[config.mk]
export PLATFORM = sky130hd
export DESIGN_NAME = alu_pipe
export DESIGN_NICKNAME = d
export VERILOG_FILES = /design/src/rtl/alu_pipe.sv
export SDC_FILE = /design/constraint.sdc
export NUM_CORES = 1
export LEC_CHECK = 0
export ABC_AREA = 1
export BUFFER_PORTS_ARGS = -buffer_cell sky130_fd_sc_hd__clkbuf_2
export CAP_MARGIN = 30
export CORE_MARGIN = 3
export CORE_UTILIZATION = 60
export DETAILED_ROUTE_END_ITERATION = 7
export GPL_ROUTABILITY_DRIVEN = 0
export MAX_ROUTING_LAYER = met4
export PLACE_DENSITY = 0.76
export SLEW_MARGIN = 20
export SYNTH_ARGS = -nofsm -noshare
export SYNTH_HDL_FRONTEND = slang
export SYNTH_SLANG_ARGS = --single-unit
[constraint.sdc]
create_clock -name clk -period 4.08 [get_ports clk]
set_input_delay 0.816 -clock clk [delete_from_list [all_inputs] [get_ports clk]]
set_output_delay 0.816 -clock clk [all_outputs]
set_load 0.005 [all_outputs]
[src/rtl/alu_pipe.sv]
// alu_pipe: two-stage pipelined ALU with valid/ready handshakes on both sides,
// 16 operations, {N,Z,C,V} status flags and an architectural carry register
// that chains ADC/SBB across transactions. Results leave in issue order.
module alu_pipe #(
    parameter int WIDTH = 16,
    parameter int SHW   = $clog2(WIDTH)
) (
    input  logic             clk,
    input  logic             rst,
    input  logic             in_valid,
    output logic             in_ready,
    input  logic [WIDTH-1:0] A,
    input  logic [WIDTH-1:0] B,
    input  logic [3:0]       control,
    output logic             out_valid,
    input  logic             out_ready,
    output logic [WIDTH-1:0] result,
    output logic [3:0]       flags,
    output logic             carry
);

    typedef enum logic [3:0] {
        OP_ADD   = 4'd0,
        OP_SUB   = 4'd1,
        OP_AND   = 4'd2,
        OP_NOT   = 4'd3,
        OP_OR    = 4'd4,
        OP_XOR   = 4'd5,
        OP_SHL   = 4'd6,
        OP_SHR   = 4'd7,
        OP_SRA   = 4'd8,
        OP_ROL   = 4'd9,
        OP_ROR   = 4'd10,
        OP_SLT   = 4'd11,
        OP_SLTU  = 4'd12,
        OP_ADC   = 4'd13,
        OP_SBB   = 4'd14,
        OP_PASSB = 4'd15
    } op_e;

    // Stage 1: captured operands
    logic             s1_valid;
    logic [WIDTH-1:0] s1_a;
    logic [WIDTH-1:0] s1_b;
    op_e              s1_op;

    // Stage 2: registered result and flags
    logic             s2_valid;
    logic [WIDTH-1:0] s2_result;
    logic [3:0]       s2_flags;
    logic             carry_reg;

    // Handshake
    logic s2_free;
    logic s1_adv;
    logic accept;

    assign s2_free  = !s2_valid || out_ready;
    assign s1_adv   = s1_valid && s2_free;
    assign in_ready = !rst && (!s1_valid || s2_free);
    assign accept   = in_valid && in_ready;

    assign out_valid = s2_valid;
    assign result    = s2_result;
    assign flags     = s2_flags;
    assign carry     = carry_reg;

    // Datapath signals
    logic [SHW-1:0]   sh;
    logic [SHW-1:0]   neg_sh;
    logic             cin;
    logic [WIDTH:0]   sum_ext;
    logic [WIDTH:0]   diff_ext;
    logic             lt_signed;
    logic             lt_unsigned;
    logic [WIDTH-1:0] alu_res;
    logic             alu_c;
    logic             alu_v;
    logic             alu_is_arith;
    logic [3:0]       alu_flags;

    // Shared adder/subtractor inputs; carry-in only applies to ADC/SBB
    always_comb begin
        sh          = s1_b[SHW-1:0];
        // Rotates are built from two shifts; a (W - sh) mod W amount keeps
        // rotate-by-0 returning A since W is a power of two
        neg_sh      = SHW'(0) - sh;
        cin         = (s1_op == OP_ADC || s1_op == OP_SBB) ? carry_reg : 1'b0;
        sum_ext     = {1'b0, s1_a} + {1'b0, s1_b} + {{WIDTH{1'b0}}, cin};
        diff_ext    = {1'b0, s1_a} - {1'b0, s1_b} - {{WIDTH{1'b0}}, cin};
        lt_signed   = $signed(s1_a) < $signed(s1_b);
        lt_unsigned = s1_a < s1_b;
    end

    // Operation select, carry/overflow and flag packing from stage 1
    always_comb begin
        alu_res      = '0;
        alu_c        = 1'b0;
        alu_v        = 1'b0;
        alu_is_arith = 1'b0;
        case (s1_op)
            OP_ADD, OP_ADC: begin
                alu_res      = sum_ext[WIDTH-1:0];
                alu_c        = sum_ext[WIDTH];
                alu_v        = (s1_a[WIDTH-1] == s1_b[WIDTH-1]) &&
                               (alu_res[WIDTH-1] != s1_a[WIDTH-1]);
                alu_is_arith = 1'b1;
            end
            OP_SUB, OP_SBB: begin
                alu_res      = diff_ext[WIDTH-1:0];
                alu_c        = diff_ext[WIDTH];
                alu_v        = (s1_a[WIDTH-1] != s1_b[WIDTH-1]) &&
                               (alu_res[WIDTH-1] != s1_a[WIDTH-1]);
                alu_is_arith = 1'b1;
            end
            OP_AND:   alu_res = s1_a & s1_b;
            OP_NOT:   alu_res = ~s1_a;
            OP_OR:    alu_res = s1_a | s1_b;
            OP_XOR:   alu_res = s1_a ^ s1_b;
            OP_SHL:   alu_res = s1_a << sh;
            OP_SHR:   alu_res = s1_a >> sh;
            OP_SRA:   alu_res = $unsigned($signed(s1_a) >>> sh);
            OP_ROL:   alu_res = (s1_a << sh) | (s1_a >> neg_sh);
            OP_ROR:   alu_res = (s1_a >> sh) | (s1_a << neg_sh);
            OP_SLT:   alu_res = {{(WIDTH-1){1'b0}}, lt_signed};
            OP_SLTU:  alu_res = {{(WIDTH-1){1'b0}}, lt_unsigned};
            OP_PASSB: alu_res = s1_b;
            default:  alu_res = '0;
        endcase
        alu_flags = {alu_res[WIDTH-1], (alu_res == '0), alu_c, alu_v};
    end

    // Stage 1 capture on input handshake; empties when it advances
    always_ff @(posedge clk) begin
        if (rst) begin
            s1_valid <= 1'b0;
            s1_a     <= '0;
            s1_b     <= '0;
            s1_op    <= OP_ADD;
        end else if (accept) begin
            s1_valid <= 1'b1;
            s1_a     <= A;
            s1_b     <= B;
            s1_op    <= op_e'(control);
        end else if (s1_adv) begin
            s1_valid <= 1'b0;
        end
    end

    // Stage 2 result register; holds while the consumer stalls
    always_ff @(posedge clk) begin
        if (rst) begin
            s2_valid  <= 1'b0;
            s2_result <= '0;
            s2_flags  <= '0;
        end else if (s1_adv) begin
            s2_valid  <= 1'b1;
            s2_result <= alu_res;
            s2_flags  <= alu_flags;
        end else if (out_ready) begin
            s2_valid  <= 1'b0;
        end
    end

    // Architectural carry follows arithmetic ops as they enter stage 2
    always_ff @(posedge clk) begin
        if (rst) begin
            carry_reg <= 1'b0;
        end else if (s1_adv && alu_is_arith) begin
            carry_reg <= alu_c;
        end
    end

endmodule
======== Word-level counts from Yosys, hierarchy flattened ========
Cells that the tools add are included.
operators by class
  add/subtract/negate cells ............... 5
  $mul .................................... 0
  divide/modulo/power cells ............... 0
  order comparisons ....................... 2
  equal/unequal tests ..................... 19
  shift operators ......................... 5
  mux-type cells .......................... 9
  bitwise operators ....................... 6
  reductions and logical operators ........ 19
operator list
  kind                                                             count
  16-bit case mux with 14 select lines                             1
  16-bit OR                                                        3
  4-bit == test, second input constant                             8
  16-bit less-than comparator                                      2
  16-bit by 4-bit left shift with 16-bit output                    2
  16-bit by 4-bit right shift with 16-bit output                   2
  16-bit by 16-bit adder with 17-bit output                        1
  17-bit by 1-bit adder with 17-bit output                         1
  16-bit by 16-bit subtractor with 17-bit output                   1
  17-bit by 1-bit subtractor with 17-bit output                    1
  16-bit bitwise AND                                               1
  4-bit by 3-bit == test with 1-bit output, second input constant  4
  16-bit logical NOT                                               1
  16-bit NOT                                                       1
  16-bit by 4-bit >>> shifter with 16-bit output                   1
  16-bit XOR                                                       1
  4-bit by 2-bit == test with 1-bit output, second input constant  2
  1-bit logical AND                                                6
  1-bit 2-to-1 mux                                                 6
  4-bit by 1-bit == test with 1-bit output, second input constant  1
  4-bit logical NOT                                                1
  1-bit case mux with 2 select lines                               2
  2-bit nonzero test                                               2
  2-bit OR reduction                                               2
  6 further kinds                                                  12
storage, ports and cells
  flip-flop bits (word level) ............. 59
  latch bits .............................. 0
  memory bits (writable) .................. 0
  memory bits (read-only) ................. 0
  bits of input ports ..................... 40
  output and inout port bits .............. 23
  logic and storage cells ................. 73
  memories ................................ 0

======== Longest topological paths before layout ========
Gate-level depths: netlist of the first run.
  depth after elaboration ................. 7
  gate-level depth with buffers ........... 24
  depth with buffers taken out ............ 24

======== Worst setup path after synthesis of the first run ========
No wires, ideal clock.
  kind .................................... reg2reg
  from .................................... reg s1_op[1]
  to ...................................... reg s2_flags[2] (netlist: flags[2])
  setup time .............................. 0.071 ns
  arrival time ............................ 2.936 ns
  required time ........................... 4.009 ns
  setup slack ............................. 1.073 ns
  stages on the path, launching flop included .. 20
  buffers on the path ..................... 0
  period minus slack after synthesis ...... 3.007 ns
  path through ............................ dfxtp_1 > inv_1 > nor2_1 > nand2_1 > inv_1 > o21ai_0 > fa_1 > fa_1 > nor2_1 > o21ai_0 > or2_2 > nand3_1 > nand3_1 > nor2_1 > nand3_1 > nor2_1 > nand2_1 > nor2_1 > nand3_1 > a21oi_1
between the ends
  cells in the longest elaborated chain, start to end .. 6
  elaborated cells on any way between the ends .. 24
  classes of those cells .................. add/sub: 2; eq/ne: 15; mux: 2; reduce/logical: 5
RTL lines
  item                                                                                                              RTL line  RTL
  from (decl)                                                                                                       45        op_e s1_op;
  from (signal assigned)                                                                                            144       s1_op <= op_e'(control);
  4-bit == test                                                                                                     88, 101
  1-bit logical OR                                                                                                  88        cin = (s1_op == OP_ADC || s1_op == OP_SBB) ? carry_reg : 1'b0;
  1-bit 2-to-1 mux                                                                                                  88
  17-bit by 1-bit subtractor with 17-bit output / 17-bit by 1-bit adder with 17-bit output (equally long branches)  90, 89
  16-bit case mux with 14 select lines *                                                                            101       case (s1_op)
  16-bit logical NOT *                                                                                              130       alu_flags = {alu_res[WIDTH-1], (alu_res == '0), alu_c, alu_v};
  to (signal assigned)                                                                                              159       s2_flags <= alu_flags;
  to (decl)                                                                                                         50        logic [3:0] s2_flags;
Every way passes the cells marked *; elsewhere a longest branch is shown, timed or not.
A chain may end at the register's enable or synchronous reset.

======== Final worst setup path of the first run ========
Same ends and word-level chain as after synthesis.

==> summary.txt, run 1 <==
Status
  • Status: finished, violations left
  • Failing checks: design-rule violations

Hold path
  • Worst hold path class: flop to flop
  • Hold Path Depth: 2
  • Min-delay src: flags[0]
  • Hold EP: flags[0]

Pwr
  • PD cells: 331.0 mW/mm^2
  • Leakage Power: 4.957 nW
  • Worst vdd ir: 246.8 uV

GRT
  • First-pass GRT wire length: 52240 um
  • All-Layer GR Usage: 41.61%
  • Initial antenna violation count: 1
  • GRT overflow: 0
  • Vias in the first global route: 10030
  • Largest net degree at the start of global routing: 73

Timing
  • Max frequency: 264.3 MHz
  • RSZ-0062 raised after global routing: false
  • Pins Over Slew Limit: 0
  • Final Cycle Share: 92.72%
  • Worst-Margin Slew: 0.8700 ns
  • Slew Limit Headroom: 41.79%
  • Post-route setup slack: 0.2969 ns
  • Setup TNS: 0 ns
  • Fin. Hold Viols: 0
  • Final Skew: 0.009615 ns
  • Fin crit period: 3.783 ns
  • # setup viols final: 0

Layout
  • Most frequent cells in the layout: nand2_1 (503), nand3_1 (273), nor2_1 (154)
  • Commonest non-fill, non-tap cell in the layout: nand2_1
  • Area growth syn-to-layout: 7.609%
  • Layout cells sized above 1: 8.614%
  • Nets: 1721
  • # fillers: 1416

Die
  • Core Region: 0.01410 mm^2
  • Die area: 0.01607 mm^2
  • Die span in y: 126.8 um
  • Row cnt: 43
  • Ports: 63
  • Die extent in x: 126.8 um
  • Initial Utilization: 62.06%

Clock tree
  • Clock Latency Late Sink: 0.35 ns
  • H-tree levels: 3
  • Root buf cell: clkbuf_16
  • TritonCTS clock tree: built
  • Post-CTS Resized: 0
  • Clock tree buffer depth: 2
  • CTS Buf Count: 9
  • CTS Hold Bufs: 0
  • TritonCTS Sinks: 58
  • Clock Pin Slew Worst Setup and Hold Paths: 0.06 ns
  • Post-CTS Setup Inserts: 0

Logic synthesis
  • #FFs+latches synth: 58
  • Cell area after synthesis: 0.008748 mm^2
  • Mapped Nets: 1695
  • Post-Syn Instances: 1571
  • Main synth FF type: dfxtp_1
  • Syn. warnings: 0
  • Post-synth EDFFs: 0
  • Synth cell types: 42
  • Mean Syn Cell Area: 5.569 um^2
  • Register area share after synthesis: 13.27%
  • Async SR Flop Fraction: 0%

Place
  • DP Worst Slack: 0.5175 ns
  • # port buffers: 62
  • Final HPWL DP: 25150 um

Drt
  • WL per Instance: 18.71 um
  • Remaining DRCs: 2
  • Vias per cell: 6.296
  • Via count: 11230
  • Final WL: 33350 um
  • Final ANT Viol Nets: 0
  • DRT Pass-1 Iters: 8
  • Detailed Route Iter0 Violations: 1811

Run
  • Maxcap violations: 0

Worst setup path
  • CP arrival: 4.06 ns
  • Critical Path End Type: flop
  • WP data required: 4.36 ns
  • Reg2reg start: s1_op[1]
  • Worst Setup Start Kind: flop
  • RR Endpoint: flags[2]
  • Reg2Reg Setup Slack: 0.30 ns
  • WS Path Type: flop to flop
  • FF-to-FF path depth: 23
  • Crit Path Max Fanout: 6
per-layer routing:
layer  routed length [um]  up-vias  part of all wire (%)  GRT usage, %
li1                     -     5210                     -             -
met1                12050     4888                    36         50.32
met2                13850      885                    42         61.05
met3                 4964      242                    15         12.76
met4                 2484        0                   7.4         24.04
met5                    0        -                     0             -
stage by stage:
step                std cells  total power [W]  hold WS (ns)  area (um^2)  util, %
CTS                      1781         0.003046        0.4692         9404    66.71
detailed placement       1765         0.002137        0.4608         9054    64.23
global route             1783         0.003301        0.4962         9414    66.79
floorplan                1571         0.001756        0.4506         8748        -
finish                   1783         0.003116        0.4682         9414    66.79
global placement         1765         0.002118        0.4558         9054    64.23
power by group:
part	switching (W)	leakage [nW]	total (W)	internal [W]
Clock	0.000310	0.171	0.000912	0.000603
Sequential	0.0000701	0.478	0.000679	0.000609
Combinational	0.00105	4.31	0.00152	0.000472
Total	0.00143	4.96	0.00312	0.00168
cells by family after synthesis:
kind of cell | after synthesis | share of synthesized area (%)
buffers and inverters | 224 | 10.90
XOR/XNOR | 8 | 0.9726
AND/OR/NAND/NOR | 1019 | 50.67
adder cells (fa/ha/maj) | 84 | 12.36
flip-flops | 58 | 13.27
AO/OA/AOI/OAI | 178 | 11.83
worst max-delay path, cell delays in order (launching register included):
cell	delay (ns)
dfxtp_1	0.39
inv_1	0.11
nor2_1	0.37
nand2_1	0.13
inv_1	0.07
o21ai_0	0.19
inv_1	0.13
fa_1	0.43
inv_1	0.09
ha_1	0.14
nor2_1	0.06
o21ai_0	0.36
nand2_1	0.13
nand2_1	0.12
nand2_1	0.06
nand3_1	0.07
nand3_1	0.09
nor2_1	0.16
nand3_1	0.09
nor2_1	0.13
nand2_1	0.06
nor2_1	0.11
nand3_1	0.08
a21oi_1	0.14
how the worst max path moves through the flow:
stage / startpoint / endpoint / slack, ns / cells past startpoint
after CTS: s1_op[1] / flags[2] / 0.48 / 23
final: s1_op[1] / flags[2] / 0.30 / 23
after floorplan: s1_op[1] / flags[2] / 1.07 / 19
after detailed placement: s1_op[1] / flags[2] / 0.52 / 23
after global routing: s1_op[1] / flags[2] / 0.007 / 23
after global placement: s1_op[1] / flags[2] / 0.60 / 19
synth_stat cells (2+ instances only):
cell,instances,share of area [%]
xor2_1,5,0.50
o21ai_1,8,0.46
buf_6,5,0.64
o22ai_1,6,0.43
nand4_1,28,2.0
o211ai_1,12,1.0
a21oi_1,53,3.0
clkbuf_1,25,1.1
a22oi_1,2,0.17
nand2_1,503,22
nand2_2,18,1.3
and2_1,5,0.36
buf_4,8,0.69
nand3_1,273,16
buf_2,20,1.1
nand3_2,2,0.23
nand2_4,5,0.64
or2_2,3,0.21
inv_2,9,0.39
dfxtp_1,58,13
ha_1,80,11
o31ai_1,36,3.1
nor2_1,155,6.7
buf_1,2,0.086
inv_1,152,6.5
o21ai_0,57,3.3
fa_1,4,0.92
nor3_1,12,0.69
nand3b_1,11,0.94
nor2_2,2,0.14
area by class of cell:
type | count | area [um^2] | area share, %
clock inverter | 7 | 125.1 | 1.329
sequential | 58 | 1161 | 12.33
antenna | 1 | 2.502 | 0.02658
multi-input combinational | 1289 | 6641 | 70.55
inverter | 162 | 610.6 | 6.486
tap | 180 | 225.2 | 2.392
clock buffer | 9 | 225.2 | 2.392
timing repair buffer | 77 | 422.9 | 4.492
No activity file was read; power rests on OpenSTA's default activity.
==> run 2, diff against run 1 <==
--- a/config.mk
+++ b/config.mk
@@ -9,11 +9,11 @@
 export BUFFER_PORTS_ARGS = -buffer_cell sky130_fd_sc_hd__clkbuf_2
 export CAP_MARGIN = 30
 export CORE_MARGIN = 3
-export CORE_UTILIZATION = 60
+export CORE_UTILIZATION = 40
 export DETAILED_ROUTE_END_ITERATION = 7
 export GPL_ROUTABILITY_DRIVEN = 0
 export MAX_ROUTING_LAYER = met4
-export PLACE_DENSITY = 0.76
+export PLACE_DENSITY = 0.54
 export SLEW_MARGIN = 20
 export SYNTH_ARGS = -nofsm -noshare
 export SYNTH_HDL_FRONTEND = slang
==> summary.txt, run 2 (synthesized netlist as in run 1, its figures left out) <==
Pwr
  • Switching share of power: 47.27%
  • Clock power share: 27.9%
  • PD cells: 323.3 mW/mm^2
  • Net switching power: 0.001459 W
  • Leakage Power: 4.967 nW
  • Internal power: 0.001628 W
  • Worst vdd ir: 203.2 uV
  • Part of the power in combinational logic: 50.4%
  • Final total power: 0.003087 W
  • Reg power frac: 21.7%

GRT
  • GRT overflow: 0
  • Largest net degree at the start of global routing: 73
  • Vias in the first global route: 9964
  • First-pass GRT wire length: 57260 um
  • All-Layer GR Usage: 31.38%
  • Initial antenna violation count: 0

Worst setup path
  • WP data required: 4.35 ns
  • Crit Path Max Fanout: 5
  • CP arrival: 3.95 ns
  • Worst Setup Start Kind: flop
  • Critical path's slowest cell: fa_1
  • WS Path Type: flop to flop
  • Worst path max stage delay: 0.50 ns
  • Crit path max-delay family: simple AND/OR/NAND/NOR gates
  • Crit-path most repeated cell: nand2_1
  • Critical Path End Type: flop
  • Buffers & Inverters on Critical Path: 4
  • Critical Path, Cell by Cell: nand2_1 -> inv_1 -> nand2_1 -> inv_1 -> o21ai_0 -> inv_1 -> fa_1 -> inv_1 -> ha_1 -> nor2_1 -> o21ai_0 -> nand2_1 -> nand2_1 -> nand2_1 -> nand3_1 -> nand3_1 -> nor2_1 -> nand3_1 -> nor2_1 -> nand2_1 -> nor2_1 -> nand3_1 -> a21oi_1

Timing
  • # setup viols final: 0
  • Final Skew: 0.007311 ns
  • Fin. Hold Viols: 0
  • Worst hold margin: 0.4722 ns
  • Final Cycle Share: 90.16%
  • Max frequency: 271.9 MHz
  • Pins Over Slew Limit: 0
  • Setup TNS: 0 ns
  • RSZ-0062 raised after global routing: false
  • Worst-Margin Slew: 0.9215 ns
  • Slew Limit Headroom: 38.34%
  • Fin crit period: 3.678 ns

Clock tree
  • CTS Hold Bufs: 0
  • H-tree levels: 3
  • CTS Buf Count: 9
  • Clock Latency Late Sink: 0.35 ns
  • TritonCTS Sinks: 58
  • Root buf cell: clkbuf_16
  • Clock Pin Slew Worst Setup and Hold Paths: 0.06 ns
  • Clock tree buffer depth: 2
  • TritonCTS clock tree: built

Layout
  • Fin cells: 1882
  • Nets: 1726
  • Inserted Diodes: 0
  • Layout cells sized above 1: 8.961%
  • Most frequent cells in the layout: nand2_1 (503), nand3_1 (273), nor2_1 (153)
  • Commonest non-fill, non-tap cell in the layout: nand2_1
  • Area growth syn-to-layout: 9.139%
  • Finished Cell Area: 0.009548 mm^2
  • # fillers: 2402

Die
  • Die span in y: 153.9 um
  • Die area: 0.02368 mm^2
  • Row cnt: 53
  • Die extent in x: 153.9 um
  • Ports: 63
  • Core Region: 0.02129 mm^2
  • Initial Utilization: 41.10%

Drt
  • DRT Pass-1 Iters: 5
  • WL per Instance: 19.42 um
  • Detailed Route Iter0 Violations: 1316
  • Remaining DRCs: 0
  • Final WL: 36560 um
  • Final ANT Viol Nets: 0
  • Via count: 10740
  • Vias per cell: 5.707

Place
  • Placement Cell Area: 0.009218 mm^2
  • Final HPWL DP: 28670 um
  • # port buffers: 62
  • DP Cell Count: 1866

Hold path
  • Worst hold path class: flop to flop

Run
  • Maxcap violations: 0

Status
  • Status: complete, no violations
## run 2: timing repair
action	in CTS	in global routing
setup endpoints to repair	0	1
resized for setup	0	1
setup buffers	0	0
## run 2: power groups by stage
| stage | registers [W] | clock network, W | logic [W] |
|---|---|---|---|
| 3_5_place_dp | 0.000681 | 0 | 0.00151 |
| 2_1_floorplan | 0.000659 | 0 | 0.00110 |
| 3_3_place_gp | 0.000681 | 0 | 0.00151 |
| 6_report | 0.000671 | 0.000861 | 0.00156 |
| 4_1_cts | 0.000669 | 0.000873 | 0.00152 |
| 5_1_grt | 0.000676 | 0.000900 | 0.00173 |
## run 2: final cells by class
| type | instances | area (um^2) | area share [%] |
|---|---|---|---|
| repair buffers | 82 | 460.4 | 4.822 |
| clock buffers | 9 | 225.2 | 2.359 |
| multi-input cells | 1289 | 6644 | 69.58 |
| inverters | 162 | 610.6 | 6.395 |
| well taps | 275 | 344.1 | 3.604 |
| clock inverters | 7 | 102.6 | 1.075 |
| flip-flops and latches | 58 | 1161 | 12.16 |
## run 2: layer usage
metal	wire, um	global-route usage, %	part of all wire (%)	up-vias
met2	16290	48.34	45	528
met4	1322	10.81	3.6	0
li1	-	-	-	5218
met3	3423	6.670	9.4	99
met1	15520	40.91	42	4895
met5	0	-	0	-
## run 2: worst reg2reg max path, cell delays in order, from the launching register on
cell and delay, ns:
dfxtp_1 0.36, nand2_1 0.15, inv_1 0.10, nand2_1 0.10
inv_1 0.04, o21ai_0 0.43, inv_1 0.12, fa_1 0.50
inv_1 0.09, ha_1 0.14, nor2_1 0.05, o21ai_0 0.31
nand2_1 0.13, nand2_1 0.13, nand2_1 0.06, nand3_1 0.06
nand3_1 0.09, nor2_1 0.16, nand3_1 0.09, nor2_1 0.11
nand2_1 0.06, nor2_1 0.10, nand3_1 0.07, a21oi_1 0.14
## run 2: stage by stage
stage,utilization (%),worst slack (ns)
after detailed placement,43.30,0.4275
after floorplan,-,1.073
after CTS,44.84,0.3792
final,44.85,0.4016
after global routing,44.85,0.1057
after global placement,43.30,0.5321
## run 2: path summary, 6_finish.rpt
path | start | cells past startpoint | endpoint | slack, ns
worst max-delay path | s1_op[3] | 23 | flags[2] | 0.40
worst min-delay path | flags[0] | 2 | flags[0] | 0.47
worst max register to register | s1_op[3] | 23 | flags[2] | 0.40
worst min register to register | flags[0] | 2 | flags[0] | 0.47
